--- src/rtl/stunir_job_dispatcher.sv ---
// Job dispatcher for one start/done/result compute worker.
// Accepts tagged job requests, pulses the worker's start, waits for the
// worker's done rising edge or a timeout, then queues the outcome in a
// small completion FIFO. Completion and timeout counters provide status.
module stunir_job_dispatcher #(
    parameter int DATA_W     = 32,
    parameter int ID_W       = 4,
    parameter int FIFO_DEPTH = 4,
    parameter int TIMEOUT    = 16
) (
    input  logic              clk,
    input  logic              rst,
    input  logic              job_valid,
    output logic              job_ready,
    input  logic [ID_W-1:0]   job_id,
    output logic              wk_start,
    input  logic              wk_done,
    input  logic [DATA_W-1:0] wk_result,
    output logic              out_valid,
    input  logic              out_ready,
    output logic [DATA_W-1:0] out_data,
    output logic [ID_W-1:0]   out_id,
    output logic              out_timeout,
    output logic              busy,
    output logic [15:0]       jobs_done,
    output logic [15:0]       timeouts
);

    localparam int PTR_W = (FIFO_DEPTH > 1) ? $clog2(FIFO_DEPTH) : 1;
    localparam int CNT_W = PTR_W + 1;
    localparam int TMR_W = (TIMEOUT > 1) ? $clog2(TIMEOUT) : 1;

    localparam logic [CNT_W-1:0] FIFO_FULL = CNT_W'(FIFO_DEPTH);
    localparam logic [TMR_W-1:0] TMR_LAST  = TMR_W'(TIMEOUT - 1);

    typedef enum logic [1:0] {
        S_IDLE,
        S_ISSUE,
        S_WAIT,
        S_PUSH
    } state_t;

    // One completion record: timeout flag, job tag and captured result.
    typedef struct packed {
        logic              tmo;
        logic [ID_W-1:0]   id;
        logic [DATA_W-1:0] data;
    } entry_t;

    state_t            state, state_next;
    logic              done_q;
    logic              done_edge;
    logic [TMR_W-1:0]  timer;
    logic [ID_W-1:0]   id_q;
    logic [DATA_W-1:0] res_q;
    logic              tmo_q;

    logic              accept;
    logic              timer_clr;
    logic              timer_inc;
    logic              cap_done;
    logic              cap_tmo;
    logic              push;
    logic              pop;

    entry_t            fifo_mem [FIFO_DEPTH];
    logic [PTR_W-1:0]  wr_ptr;
    logic [PTR_W-1:0]  rd_ptr;
    logic [CNT_W-1:0]  count;

    // A done level held over from the previous job never counts; only a
    // fresh 0->1 transition of wk_done marks completion.
    assign done_edge = wk_done & ~done_q;

    // Fullness is checked at accept; with one job in flight the PUSH slot
    // is then guaranteed.
    assign job_ready = (state == S_IDLE) && (count < FIFO_FULL);
    assign busy      = (state != S_IDLE);
    assign out_valid = (count != '0);
    assign pop       = out_valid & out_ready;

    assign out_data    = fifo_mem[rd_ptr].data;
    assign out_id      = fifo_mem[rd_ptr].id;
    assign out_timeout = fifo_mem[rd_ptr].tmo;

    // State register.
    // NOTE: sequential state uses non-blocking assignments so every flop
    // samples pre-edge values regardless of block evaluation order.
    always_ff @(posedge clk) begin
        if (rst) state <= S_IDLE;
        else     state <= state_next;
    end

    // Next-state and per-state control strobes.
    // NOTE: every output of this block gets a default first so no path
    // leaves a signal unassigned and a latch is never inferred.
    always_comb begin
        state_next = state;
        accept     = 1'b0;
        timer_clr  = 1'b0;
        timer_inc  = 1'b0;
        cap_done   = 1'b0;
        cap_tmo    = 1'b0;
        push       = 1'b0;
        unique case (state)
            S_IDLE: begin
                if (job_valid && job_ready) begin
                    accept     = 1'b1;
                    state_next = S_ISSUE;
                end
            end
            S_ISSUE: begin
                timer_clr  = 1'b1;
                state_next = S_WAIT;
            end
            S_WAIT: begin
                // A done edge beats a timeout landing in the same cycle.
                if (done_edge) begin
                    cap_done   = 1'b1;
                    state_next = S_PUSH;
                end else if (timer == TMR_LAST) begin
                    cap_tmo    = 1'b1;
                    state_next = S_PUSH;
                end else begin
                    timer_inc  = 1'b1;
                end
            end
            S_PUSH: begin
                push       = 1'b1;
                state_next = S_IDLE;
            end
            default: state_next = S_IDLE;
        endcase
    end

    // Job datapath: tag latch, start pulse, done history, timer, capture.
    always_ff @(posedge clk) begin
        if (rst) begin
            done_q   <= 1'b0;
            wk_start <= 1'b0;
            timer    <= '0;
            id_q     <= '0;
            res_q    <= '0;
            tmo_q    <= 1'b0;
        end else begin
            done_q   <= wk_done;
            // Registered so the pulse covers exactly the ISSUE cycle.
            wk_start <= accept;
            if (accept) id_q <= job_id;
            if (timer_clr)      timer <= '0;
            else if (timer_inc) timer <= timer + 1'b1;
            if (cap_done) begin
                res_q <= wk_result;
                tmo_q <= 1'b0;
            end else if (cap_tmo) begin
                res_q <= '0;
                tmo_q <= 1'b1;
            end
        end
    end

    // Completion FIFO: storage, wrapping pointers and occupancy.
    // NOTE: the storage is cleared in reset so the head outputs read zero
    // straight after reset; that is why the array sits under the reset branch.
    always_ff @(posedge clk) begin
        if (rst) begin
            for (int i = 0; i < FIFO_DEPTH; i++) fifo_mem[i] <= '0;
            wr_ptr <= '0;
            rd_ptr <= '0;
            count  <= '0;
        end else begin
            if (push) begin
                fifo_mem[wr_ptr] <= '{tmo: tmo_q, id: id_q, data: res_q};
                wr_ptr           <= wr_ptr + 1'b1;
            end
            if (pop) rd_ptr <= rd_ptr + 1'b1;
            unique case ({push, pop})
                2'b10:   count <= count + 1'b1;
                2'b01:   count <= count - 1'b1;
                default: count <= count;
            endcase
        end
    end

    // Saturating status counters, stepped on each FIFO write.
    always_ff @(posedge clk) begin
        if (rst) begin
            jobs_done <= '0;
            timeouts  <= '0;
        end else if (push) begin
            if (tmo_q) begin
                if (timeouts != 16'hFFFF) timeouts <= timeouts + 1'b1;
            end else begin
                if (jobs_done != 16'hFFFF) jobs_done <= jobs_done + 1'b1;
            end
        end
    end

endmodule
--- config.mk ---
export PLATFORM = sky130hd
export DESIGN_NAME = stunir_job_dispatcher
export DESIGN_NICKNAME = d
export VERILOG_FILES = /design/src/rtl/stunir_job_dispatcher.sv
export SDC_FILE = /design/constraint.sdc
export NUM_CORES = 1
export LEC_CHECK = 0
export CAP_MARGIN = 20
export CORE_MARGIN = 2
export CORE_UTILIZATION = 55
export CTS_CLUSTER_SIZE = 20
export DETAILED_ROUTE_END_ITERATION = 10
export PLACE_DENSITY_LB_ADDON = 0.12
export SYNTH_ARGS = -nofsm -noshare
export SYNTH_HDL_FRONTEND = slang
export SYNTH_SLANG_ARGS = --single-unit
--- constraint.sdc ---
create_clock -name clk -period 4.74 [get_ports clk]
set_input_delay 0.711 -clock clk [delete_from_list [all_inputs] [get_ports clk]]
set_output_delay 0.711 -clock clk [all_outputs]
set_load 0.02 [all_outputs]
==> results.py <==
metrics = {
    "clock_tree": {
        "cts_tree": "built",
        "cts_made_buffers": 24,
        "cts.clk_slew.worst_paths_ns": 0.06,
        "clock-sinks": 234,
        "clockBufferDepth": 3,
        "holdBufCountCts": 0,
        "htreeDepth": 1,
        "postCtsSetupBuffers": 0,
        "cts_resized": 0,
        "cts_root_buf": "clkbuf_16",
        "clock_latency_ns": 0.52,
    },
    "status": {
        "violations": "design-rule violations",
        "status": "finished with violations",
    },
    "global_route": {
        "grt_pass1_wl_um": 35800,
        "grt-busiest-layer": "met2",
        "grt_overflow_total": 0,
        "grt_usage_pct": 23.0,
        "first_global_vias": 6863,
        "grt_use_met3_pct": 3.25,
        "grt_util_met1_pct": 30.2,
        "antenna_found_initial": 0,
        "grt_start_max_net_pins": 101,
        "met2_usage_pct": 40.0,
    },
    "die": {
        "die_x_um": 140,
        "coreArea_sq_um": 18100,
        "die_area_sq_um": 19600,
        "rows": 49,
        "dieHeight_um": 140,
        "start_util_pct": 56.3,
        "ios": 114,
    },
    "min_path": {
        "hp-start": "id_q[1]",
        "min_path_type": "flip-flop to flip-flop",
    },
    "detailed_routing": {
        "dr.pass1.iters": 10,
        "antenna_left": 0,
        "drc": 9,
        "avgViaCountPerCell": 5.87,
        "wl_per_cell_um": 19.7,
        "vias": 6619,
        "routed_wl_um": 22200,
        "drt_iter0_drc": 451,
    },
    "finish": {
        "stdcell_area_sq_um": 12300,
        "drive_gt1_share_pct": 12.6,
        "multiInputGateArea_sq_um": 3780,
        "final_net_count": 932,
        "n_antenna_cell": 0,
        "seq_area_sq_um": 6170,
        "fillers": 1257,
        "area_growth_syn_to_layout_pct": 20.6,
    },
    "placement": {
        "io_buffers": 113,
        "dp_slack_ns": 1.48,
        "dpl.hpwl_um": 13600,
        "gp_congestion": 0.864,
        "placed_area_sq_um": 11500,
    },
    "synthesis": {
        "synth_warnings": 0,
        "yosysTopAreaCellShare_pct": 43.7,
        "yosysSeqAreaShare_pct": 60.6,
        "synth_edf_count": 148,
        "netlist_area_sq_um": 10200,
        "synth_seq_cells": 234,
        "synth_flop_cell": "edfxtp_1",
        "syn_nets": 830,
        "synth_top_area_cell": "edfxtp_1",
        "postSynthAreaPerCell_sq_um": 13.1,
        "synth_commonest_cells": "and2_1, edfxtp_1, dfxtp_1",
        "ys_top_cells_by_area": "edfxtp_1, dfxtp_1, and2_1",
        "async_flop_share_pct": 0,
        "ys_types": 65,
        "syn-instance-count": 779,
    },
    "timing": {
        "final_hold_viol_count": 0,
        "hold_ws_ns": 0.495,
        "worstMarginPinSlew_ns": 1.06,
        "drv_slew": 0,
        "period_needed_ns": 3.36,
        "tns_ns": 0,
        "finalWorstSetupSlack_ns": 1.38,
        "finalSetupViolCount": 0,
        "rsz0062_at_grt": "no",
        "finClkSkew_ns": 0.0137,
        "timing.fmax_mhz": 297,
        "period_share_pct": 71.0,
        "relSlewSlack_pct": 29.4,
    },
    "power_and_ir_drop": {
        "total_leakage_power_nw": 4.37,
        "peakVddDrop_mv": 0.276,
        "powerDensity_nw_per_um2": 405,
    },
    "worst_setup_path": {
        "crit_slowest_cell": "mux4_2",
        "worst_setup_path_end_kind": "primary output",
        "path_cells": "buf_4 -> mux4_2 -> clkdlybuf4s50_1",
        "cpPeakStageDelay_ns": 0.59,
        "crit_type": "flip-flop to primary output",
        "worstSetupStartpointType": "flip-flop",
        "r2r-start": "state[1]",
        "cp_max_fo": 18,
        "reg2reg_slack_ns": 2.03,
        "cp_data_arrival_time_ns": 2.65,
        "cp.required_ns": 4.03,
    },
    "flow_run": {
        "cap_violations": 0,
    },
}
==> cell type report <==
class,instances,share of cell area (%)
tap,229,2.33
clock buffer,37,5.70
multi-input combinational,489,30.8
clock inverter,7,0.785
inverter,11,0.336
timing repair buffer,121,9.78
sequential,234,50.2
==> cell families (layout without fill, tap and decap cells) <==
logic type	Yosys count	after routing	share of synthesized area [%]
AND/OR/NAND/NOR	329	329	19.3
adder cells (fa/ha/maj)	10	10	1.30
buffers and inverters	56	176	2.48
multiplexers	45	45	9.02
XOR/XNOR	10	10	0.860
flip-flops	234	234	60.6
AO/OA/AOI/OAI	95	95	6.47
==> worst paths after layout <==
path,to,depth (start not counted)
min reg2reg,id_q[1],2
max,out_data[25],3
max reg2reg,fifo_mem[1][31],5
min,id_q[1],2
==> per-layer routing <==
metal | routed length [um] | up-vias
met3 | 1220 | 45
li1 | - | 3085
met1 | 9240 | 3285
met5 | 0 | -
met2 | 11200 | 204
met4 | 571 | 0
==> stage by stage <==
step	power, mW	std cells	utilization, %
floorplan	2.83	779	-
global placement	3.11	1083	63.4
detailed placement	3.14	1084	63.5
CTS	5.01	1128	67.9
global route	5.15	1128	67.9
finish	4.97	1128	67.9
==> worst max-delay path, delay by kind of cell (launching register included) <==
kind	cells	cell delay, ns
DFF	1	0.55
muxes	1	0.59
buffers and inverters	2	0.99
==> power breakdown <==
group	internal [mW]	switching, mW	total, mW
Combinational	0.350	0.397	0.747
Clock	1.13	0.762	1.89
Sequential	2.26	0.0754	2.34
Total	3.74	1.23	4.97
==> flip-flops by register name (all words and copies together), names as in the netlist, named ones only <==
name,cells
wk_start,1
fifo_mem,148
jobs_done,16
rd_ptr,2
tmo_q,1
count,3
res_q,32
wr_ptr,2
id_q,4
done_q,1
state,2
timer,4
timeouts,16
==> placed cells by master, fill, tap and decap left out, drive strengths merged, types with 13 or more instances in the layout <==
cell type / n
a21oi: 22
nor2: 64
nand3: 18
dfxtp: 86
nand2: 15
edfxtp: 148
nor3: 13
nand4: 13
and2: 148
a22oi: 32
clkbuf: 37
o21ai: 13
clkdlybuf4s50: 112
mux4: 37
Power figures use the tool's default switching activity.
